$ cat config.mk
export PLATFORM = sky130hd
export DESIGN_NAME = tilt_motion_ctrl
export DESIGN_NICKNAME = d
export VERILOG_FILES = /design/src/rtl/space_pkg.sv /design/src/rtl/tilt_axis_step.sv /design/src/rtl/tilt_motion_ctrl.sv
export SDC_FILE = /design/constraint.sdc
export NUM_CORES = 1
export LEC_CHECK = 0
export CORE_MARGIN = 2
export CORE_UTILIZATION = 50
export CTS_CLUSTER_SIZE = 10
export DETAILED_ROUTE_END_ITERATION = 10
export GPL_TIMING_DRIVEN = 0
export MAX_ROUTING_LAYER = met4
export PLACE_DENSITY = 0.81
export SYNTH_ARGS = -nofsm -noshare
export SYNTH_HDL_FRONTEND = slang
export SYNTH_SLANG_ARGS = --single-unit
$ cat constraint.sdc
create_clock -name slowclk -period 9.3 [get_ports slowclk]
set_input_delay 0.93 -clock slowclk [delete_from_list [all_inputs] [get_ports slowclk]]
set_output_delay 0.93 -clock slowclk [all_outputs]
set_load 0.05 [all_outputs]
$ cat src/rtl/space_pkg.sv
// Shared screen geometry, controller state encoding and coordinate clamp helper
// for the spaceship motion logic.
package space_pkg;

    localparam int SCREEN_CORDW = 16;
    localparam int H_RES        = 640;
    localparam int V_RES        = 480;

    typedef enum logic [1:0] {
        ST_CAL  = 2'd0,
        ST_RUN  = 2'd1,
        ST_HOLD = 2'd2
    } ctrl_state_t;

    // Clamp a one-bit-wider signed coordinate into [lo, hi] and narrow it.
    function automatic logic signed [SCREEN_CORDW-1:0] clamp_coord(
        input logic signed [SCREEN_CORDW:0] v,
        input logic signed [SCREEN_CORDW:0] lo,
        input logic signed [SCREEN_CORDW:0] hi
    );
        logic signed [SCREEN_CORDW:0] r;
        if (v < lo) begin
            r = lo;
        end else if (v > hi) begin
            r = hi;
        end else begin
            r = v;
        end
        return SCREEN_CORDW'(r);
    endfunction

endpackage

$ cat src/rtl/tilt_axis_step.sv
// One axis of tilt-to-step conversion: offset removal, deadzone, gain shift and
// symmetric saturation. Purely combinational.
module tilt_axis_step #(
    parameter int DATA_W     = 16,
    parameter int STEP_W     = 16,
    parameter int DEADZONE   = 16,
    parameter int GAIN_SHIFT = 4,
    parameter int MAX_STEP   = 8
) (
    input  logic signed [DATA_W-1:0] sample,
    input  logic signed [DATA_W-1:0] offset,
    output logic signed [STEP_W-1:0] step
);

    localparam logic signed [DATA_W:0] DZ_S  = (DATA_W+1)'(DEADZONE);
    localparam logic signed [DATA_W:0] MAX_S = (DATA_W+1)'(MAX_STEP);
    localparam logic signed [DATA_W:0] MIN_S = -(DATA_W+1)'(MAX_STEP);

    logic signed [DATA_W:0] delta_s;
    logic signed [DATA_W:0] abs_delta_s;
    logic signed [DATA_W:0] shifted_s;

    // The delta is one bit wider than the samples so the subtraction cannot wrap.
    always_comb begin
        delta_s     = {sample[DATA_W-1], sample} - {offset[DATA_W-1], offset};
        abs_delta_s = delta_s[DATA_W] ? -delta_s : delta_s;
        shifted_s   = delta_s >>> GAIN_SHIFT;
        if (abs_delta_s <= DZ_S) begin
            step = '0;
        end else if (shifted_s > MAX_S) begin
            step = STEP_W'(MAX_S);
        end else if (shifted_s < MIN_S) begin
            step = STEP_W'(MIN_S);
        end else begin
            step = STEP_W'(shifted_s);
        end
    end

endmodule

$ cat src/rtl/tilt_motion_ctrl.sv
// Tilt-driven spaceship positioning: zero-tilt calibration, two-stage step
// pipeline, and clamped position registers with freeze/recalibrate control.
module tilt_motion_ctrl
    import space_pkg::*;
#(
    parameter int CAL_LOG2   = 3,
    parameter int DEADZONE   = 16,
    parameter int GAIN_SHIFT = 4,
    parameter int MAX_STEP   = 8,
    parameter int X_MIN      = 0,
    parameter int X_MAX      = 606,
    parameter int Y_MIN      = 0,
    parameter int Y_MAX      = 444,
    parameter int INIT_X     = 300,
    parameter int INIT_Y     = 240
) (
    input  logic                           slowclk,
    input  logic                           reset_n,
    input  logic signed [15:0]             data_x,
    input  logic signed [15:0]             data_y,
    input  logic                           sample_valid,
    input  logic                           freeze,
    input  logic                           recal,
    output logic signed [SCREEN_CORDW-1:0] spaceship_x,
    output logic signed [SCREEN_CORDW-1:0] spaceship_y,
    output logic                           cal_done,
    output logic [1:0]                     state
);

    localparam int ACC_W = 16 + CAL_LOG2;
    localparam logic [CAL_LOG2-1:0] CAL_LAST = {CAL_LOG2{1'b1}};
    localparam logic signed [SCREEN_CORDW:0] X_MIN_S = (SCREEN_CORDW+1)'(X_MIN);
    localparam logic signed [SCREEN_CORDW:0] X_MAX_S = (SCREEN_CORDW+1)'(X_MAX);
    localparam logic signed [SCREEN_CORDW:0] Y_MIN_S = (SCREEN_CORDW+1)'(Y_MIN);
    localparam logic signed [SCREEN_CORDW:0] Y_MAX_S = (SCREEN_CORDW+1)'(Y_MAX);

    ctrl_state_t                    state_r;
    logic                           cal_done_r;
    logic signed [ACC_W-1:0]        acc_x_r, acc_y_r;
    logic [CAL_LOG2-1:0]            count_r;
    logic signed [15:0]             off_x_r, off_y_r;
    logic signed [SCREEN_CORDW-1:0] step_x_r, step_y_r;
    logic                           step_valid_r;
    logic signed [SCREEN_CORDW-1:0] pos_x_r, pos_y_r;

    logic signed [ACC_W-1:0]        acc_sum_x_s, acc_sum_y_s;
    logic signed [SCREEN_CORDW-1:0] step_x_s, step_y_s;
    logic signed [SCREEN_CORDW:0]   next_x_s, next_y_s;

    tilt_axis_step #(
        .DATA_W(16), .STEP_W(SCREEN_CORDW), .DEADZONE(DEADZONE),
        .GAIN_SHIFT(GAIN_SHIFT), .MAX_STEP(MAX_STEP)
    ) u_step_x (
        .sample(data_x), .offset(off_x_r), .step(step_x_s)
    );

    tilt_axis_step #(
        .DATA_W(16), .STEP_W(SCREEN_CORDW), .DEADZONE(DEADZONE),
        .GAIN_SHIFT(GAIN_SHIFT), .MAX_STEP(MAX_STEP)
    ) u_step_y (
        .sample(data_y), .offset(off_y_r), .step(step_y_s)
    );

    // Running calibration sums and unclamped next positions; y subtracts so positive tilt moves up.
    always_comb begin
        acc_sum_x_s = acc_x_r + {{CAL_LOG2{data_x[15]}}, data_x};
        acc_sum_y_s = acc_y_r + {{CAL_LOG2{data_y[15]}}, data_y};
        next_x_s    = {pos_x_r[SCREEN_CORDW-1], pos_x_r} + {step_x_r[SCREEN_CORDW-1], step_x_r};
        next_y_s    = {pos_y_r[SCREEN_CORDW-1], pos_y_r} - {step_y_r[SCREEN_CORDW-1], step_y_r};
    end

    // Controller FSM with calibration, step pipeline and position registers.
    always_ff @(posedge slowclk or negedge reset_n) begin
        if (!reset_n) begin
            state_r      <= ST_CAL;
            cal_done_r   <= 1'b0;
            acc_x_r      <= '0;
            acc_y_r      <= '0;
            count_r      <= '0;
            off_x_r      <= 16'sd0;
            off_y_r      <= 16'sd0;
            step_x_r     <= '0;
            step_y_r     <= '0;
            step_valid_r <= 1'b0;
            pos_x_r      <= SCREEN_CORDW'(INIT_X);
            pos_y_r      <= SCREEN_CORDW'(INIT_Y);
        end else if (recal) begin
            state_r      <= ST_CAL;
            cal_done_r   <= 1'b0;
            acc_x_r      <= '0;
            acc_y_r      <= '0;
            count_r      <= '0;
            step_valid_r <= 1'b0;
        end else begin
            case (state_r)
                ST_CAL: begin
                    step_valid_r <= 1'b0;
                    if (sample_valid) begin
                        if (count_r == CAL_LAST) begin
                            off_x_r    <= 16'(acc_sum_x_s >>> CAL_LOG2);
                            off_y_r    <= 16'(acc_sum_y_s >>> CAL_LOG2);
                            acc_x_r    <= '0;
                            acc_y_r    <= '0;
                            count_r    <= '0;
                            cal_done_r <= 1'b1;
                            state_r    <= ST_RUN;
                        end else begin
                            acc_x_r <= acc_sum_x_s;
                            acc_y_r <= acc_sum_y_s;
                            count_r <= count_r + 1'b1;
                        end
                    end
                end
                ST_RUN: begin
                    if (freeze) begin
                        state_r      <= ST_HOLD;
                        step_valid_r <= 1'b0;
                    end else begin
                        step_valid_r <= sample_valid;
                        step_x_r     <= step_x_s;
                        step_y_r     <= step_y_s;
                        if (step_valid_r) begin
                            pos_x_r <= clamp_coord(next_x_s, X_MIN_S, X_MAX_S);
                            pos_y_r <= clamp_coord(next_y_s, Y_MIN_S, Y_MAX_S);
                        end
                    end
                end
                ST_HOLD: begin
                    step_valid_r <= 1'b0;
                    if (!freeze) begin
                        state_r <= ST_RUN;
                    end else begin
                        state_r <= ST_HOLD;
                    end
                end
                default: begin
                    state_r      <= ST_CAL;
                    cal_done_r   <= 1'b0;
                    step_valid_r <= 1'b0;
                end
            endcase
        end
    end

    assign spaceship_x = pos_x_r;
    assign spaceship_y = pos_y_r;
    assign cal_done    = cal_done_r;
    assign state       = state_r;

endmodule

==> results.md <==
- Hold violation count in the final report: 0
- Total global-route track usage: 24.3%
- Global-route wire length before repair: 46800 um
- Worst path bufs/invs: 3
- Initial Util: 50.5%
- Nets: 1571
- Die H: 154 um
- Dpl cell area: 12400 um^2
- Crit. End Element: register
- Cells after Synth: 1328
- Critical Path AT: 5.10 ns
- Min cycle time layout: 4.83 ns
- RR Startpoint: off_y_r[0]$_DFFE_PN0P_
- Status: completed
- Synth-to-layout area growth: 14.5%
- Clock skew: 0.0125 ns
- CTS tree: done
- Layout cells sized above 1: 7.41%
- CTS HTree Levels: 4
- Path depth of the worst reg2reg path: 14
- Most frequent cells in the layout: nand2_1 (139), dfrtp_1 (127), ha_1 (110), o21ai_0 (106), inv_1 (92)
- Cts hold-fix bufs: 0
- P_sw: 1.13 mW
- Total power: 2.76 mW
- Global route overflow: 0
- Max Slew Vio Count: 0
- CP top delay family: simple AND/OR/NAND/NOR gates
- Synthesized net count: 1481
- Reg-to-Reg End: step_y_r[6]$_DFFE_PN0P_
- Core area: 22400 um^2
- Die area: 23900 um^2
- Rel. slew slack: 25.8%
- Setup_tns: 0 ns
- Clock sinks: 135
- Io pins: 72
- CTS Buffer Depth: 2
- Rows: 55
- Worst path cell trace: clkdlybuf4s50_1 -> inv_1 -> ha_1 -> fa_1 -> nand2b_1 -> a21oi_1 -> xor2_1 -> nor4_1 -> and3b_1 -> o21ai_0 -> a21oi_1 -> a31oi_1 -> nor4_1 -> and4_4 -> buf_4 -> o32ai_1
- Routed length per instance: 16.1 um
- Antenna cells: 0
- Post-synth EDFFs: 0
- Initial antenna violation count: 0
- Cell area after layout: 13000 um^2
- IO Port Bufs: 70
- Netlist Area Pre-Place: 11300 um^2
- Syn_area_per_cell: 8.52 um^2
- Slowest Stage Delay on Critical Path: 0.65 ns
- TritonCTS Buffers: 17
- Vias per cell: 5.99
- Placed Cells: 1684
- Drt pass-1 iters: 5
- Max cap viols: 0
- Fmax: 207 MHz
- FF-to-FF setup slack: 5.19 ns
- Hold path endpoint: off_x_r[2]$_DFFE_PN0P_
- Worst vdd ir: 0.112 mV
- Hold Path Class: register to register
- Clock power share: 23.4%
- P per Cell Area: 213 nW/um^2
- Combinational Power Share: 47.9%
- Die width: 154 um
- LEAKAGE: 5.69 nW
- Synth cell types: 89
- Routed Wire Length: 27600 um
- Switch share: 41.1%
- Worst Path Required: 9.57 ns
- Worst Path Max Fanout: 10
- Slowest-stage cell, CP: nor4_1
- Asr flop ratio synth: 100%
- Pin count of the biggest net entering global routing: 73
- Top_reg_cell synth: dfrtp_1
- Leading cell type in the layout, fill and taps excluded: nand2_1
- Yosys warns: 0
- Post-CTS Setup Inserts: 0
- Root Driver: clkbuf_16
- #FFs+latches synth: 135
- Initial drt markers: 592
- Seq/Total Area, Yosys: 29.9%
- Cell Int Power: 1.62 mW
- Post-detail-place hpwl: 21300 um
- Period utilization: 51.9%
- Hold path depth: 2
- Via count: 10300
- Critical Path Start Type: primary input
- Hold_sp: off_x_r[2]$_DFFE_PN0P_
- Vias in the first global route: 9872
- Pin slew with the least headroom to its limit: 1.10 ns
- Reg clk slew, reported paths: 0.06 ns
- DRC violations left: 0
- Final setup vio count: 0
- Sequential power share: 28.7%
- RSZ-0062 raised after global routing: false
- Final Wtd Congestion: 0.917
- Cell Count, Final, Fillers Out: 1716
- Post_cts resized: 0
- Filler instances: 1951
- CP Class: primary input to register
- Clk_lat worst skew: 0.43 ns
- Post-DRT Antenna Nets: 0
[through the flow]
stage | hold slack [ns] | setup slack (ns) | utilization (%)
after detailed placement | 0.470 | 4.14 | 55.3
after CTS | 0.487 | 4.55 | 57.8
after global routing | 0.508 | 4.23 | 57.8
final | 0.482 | 4.47 | 57.8
after global placement | 0.463 | 1.93 | 55.2
after floorplan | 0.443 | 5.08 | -
[worst max-delay path by stage]
stage	cells past startpoint	start	endpoint
finish	16	data_y[0]	step_y_r[6]$_DFFE_PN0P_
global route	17	data_x[0]	step_x_r[2]$_DFFE_PN0P_
CTS	16	data_y[0]	step_y_r[6]$_DFFE_PN0P_
detailed placement	17	data_x[0]	step_x_r[2]$_DFFE_PN0P_
global placement	1	reset_n	spaceship_x[6]$_DFFE_PN0P_
floorplan	15	data_x[0]	step_x_r[2]$_DFFE_PN0P_
[area by class of cell]
type	instances	area, um^2	area share, %
inverters	93	349	2.69
clock buffers	18	429	3.31
multi-input cells	1056	7390	57.0
clock inverters	14	128	0.985
flip-flops and latches	135	3390	26.1
repair buffers	71	729	5.63
well taps	285	357	2.75
plain buffers	44	194	1.50
[power groups by stage]
| stage | Clock [mW] | Combinational (mW) | Sequential (mW) |
|---|---|---|---|
| after floorplan | 0 | 0.959 | 0.829 |
| after global placement | 0 | 1.26 | 0.796 |
| after detailed placement | 0 | 1.30 | 0.800 |
| after CTS | 0.649 | 1.31 | 0.791 |
| after global routing | 0.678 | 1.47 | 0.807 |
| final | 0.644 | 1.32 | 0.791 |
[per-layer routing]
layer	up-vias	global-route usage, %	part of all wire (%)
met4	0	7.63	2.3
li1	5070	-	-
met1	4894	31.5	47
met2	280	40.1	47
met5	-	-	0
met3	40	2.91	3.8
[synth_stat cells, drive strengths merged, types with 5 or more instances]
| library cell | number | area [um^2] |
|---|---|---|
| ha | 110 | 1380 |
| inv | 93 | 349 |
| nor2 | 67 | 254 |
| nand3 | 31 | 155 |
| xor2 | 32 | 280 |
| a22o | 17 | 149 |
| a21oi | 79 | 395 |
| nand2 | 139 | 522 |
| nor2b | 20 | 125 |
| o21a | 14 | 105 |
| a21boi | 6 | 45.1 |
| nor4 | 10 | 75.1 |
| dfstp | 8 | 210 |
| nor3b | 7 | 52.6 |
| or3 | 16 | 105 |
| and3 | 11 | 68.8 |
| mux2 | 11 | 124 |
| nand2b | 19 | 119 |
| o21bai | 7 | 52.6 |
| a31oi | 18 | 113 |
| a211o | 10 | 87.6 |
| xnor2 | 44 | 385 |
| a31o | 6 | 52.6 |
| clkbuf | 33 | 124 |
| nor3 | 35 | 175 |
| o41ai | 9 | 93.8 |
| nand4 | 12 | 81.3 |
| o21ai | 123 | 646 |
| o31ai | 14 | 105 |
| fa | 6 | 120 |
| and2 | 21 | 131 |
| or2 | 14 | 87.6 |
| a221oi | 5 | 50.0 |
| o211ai | 13 | 97.6 |
| o32ai | 10 | 87.6 |
| o22ai | 6 | 43.8 |
| a211oi | 16 | 143 |
| a21o | 27 | 203 |
| buf | 11 | 70.1 |
| dfrtp | 127 | 3180 |
[sequential cells by signal, summed over array words and instances (netlist names)]
signal,count
step_x_r,13
acc_y_r,19
step_valid_r,1
state,2
spaceship_x,16
acc_x_r,19
spaceship_y,16
off_y_r,16
step_y_r,13
off_x_r,16
cal_done,1
count_r,3
[worst min-delay path, cell delays in order (launching register included)]
cell	delay (ns)
dfrtp_1	0.34
nand2_1	0.05
o21ai_0	0.06
[cells by family after synthesis]
kind of cell / synth area share [%]
flops: 29.9
fa+ha+maj: 13.2
buf+inv: 4.80
mux: 1.45
xor+xnor: 6.08
compound gates: 26.2
simple gates: 18.3
Note: power is estimated with default switching activity, not from simulation.
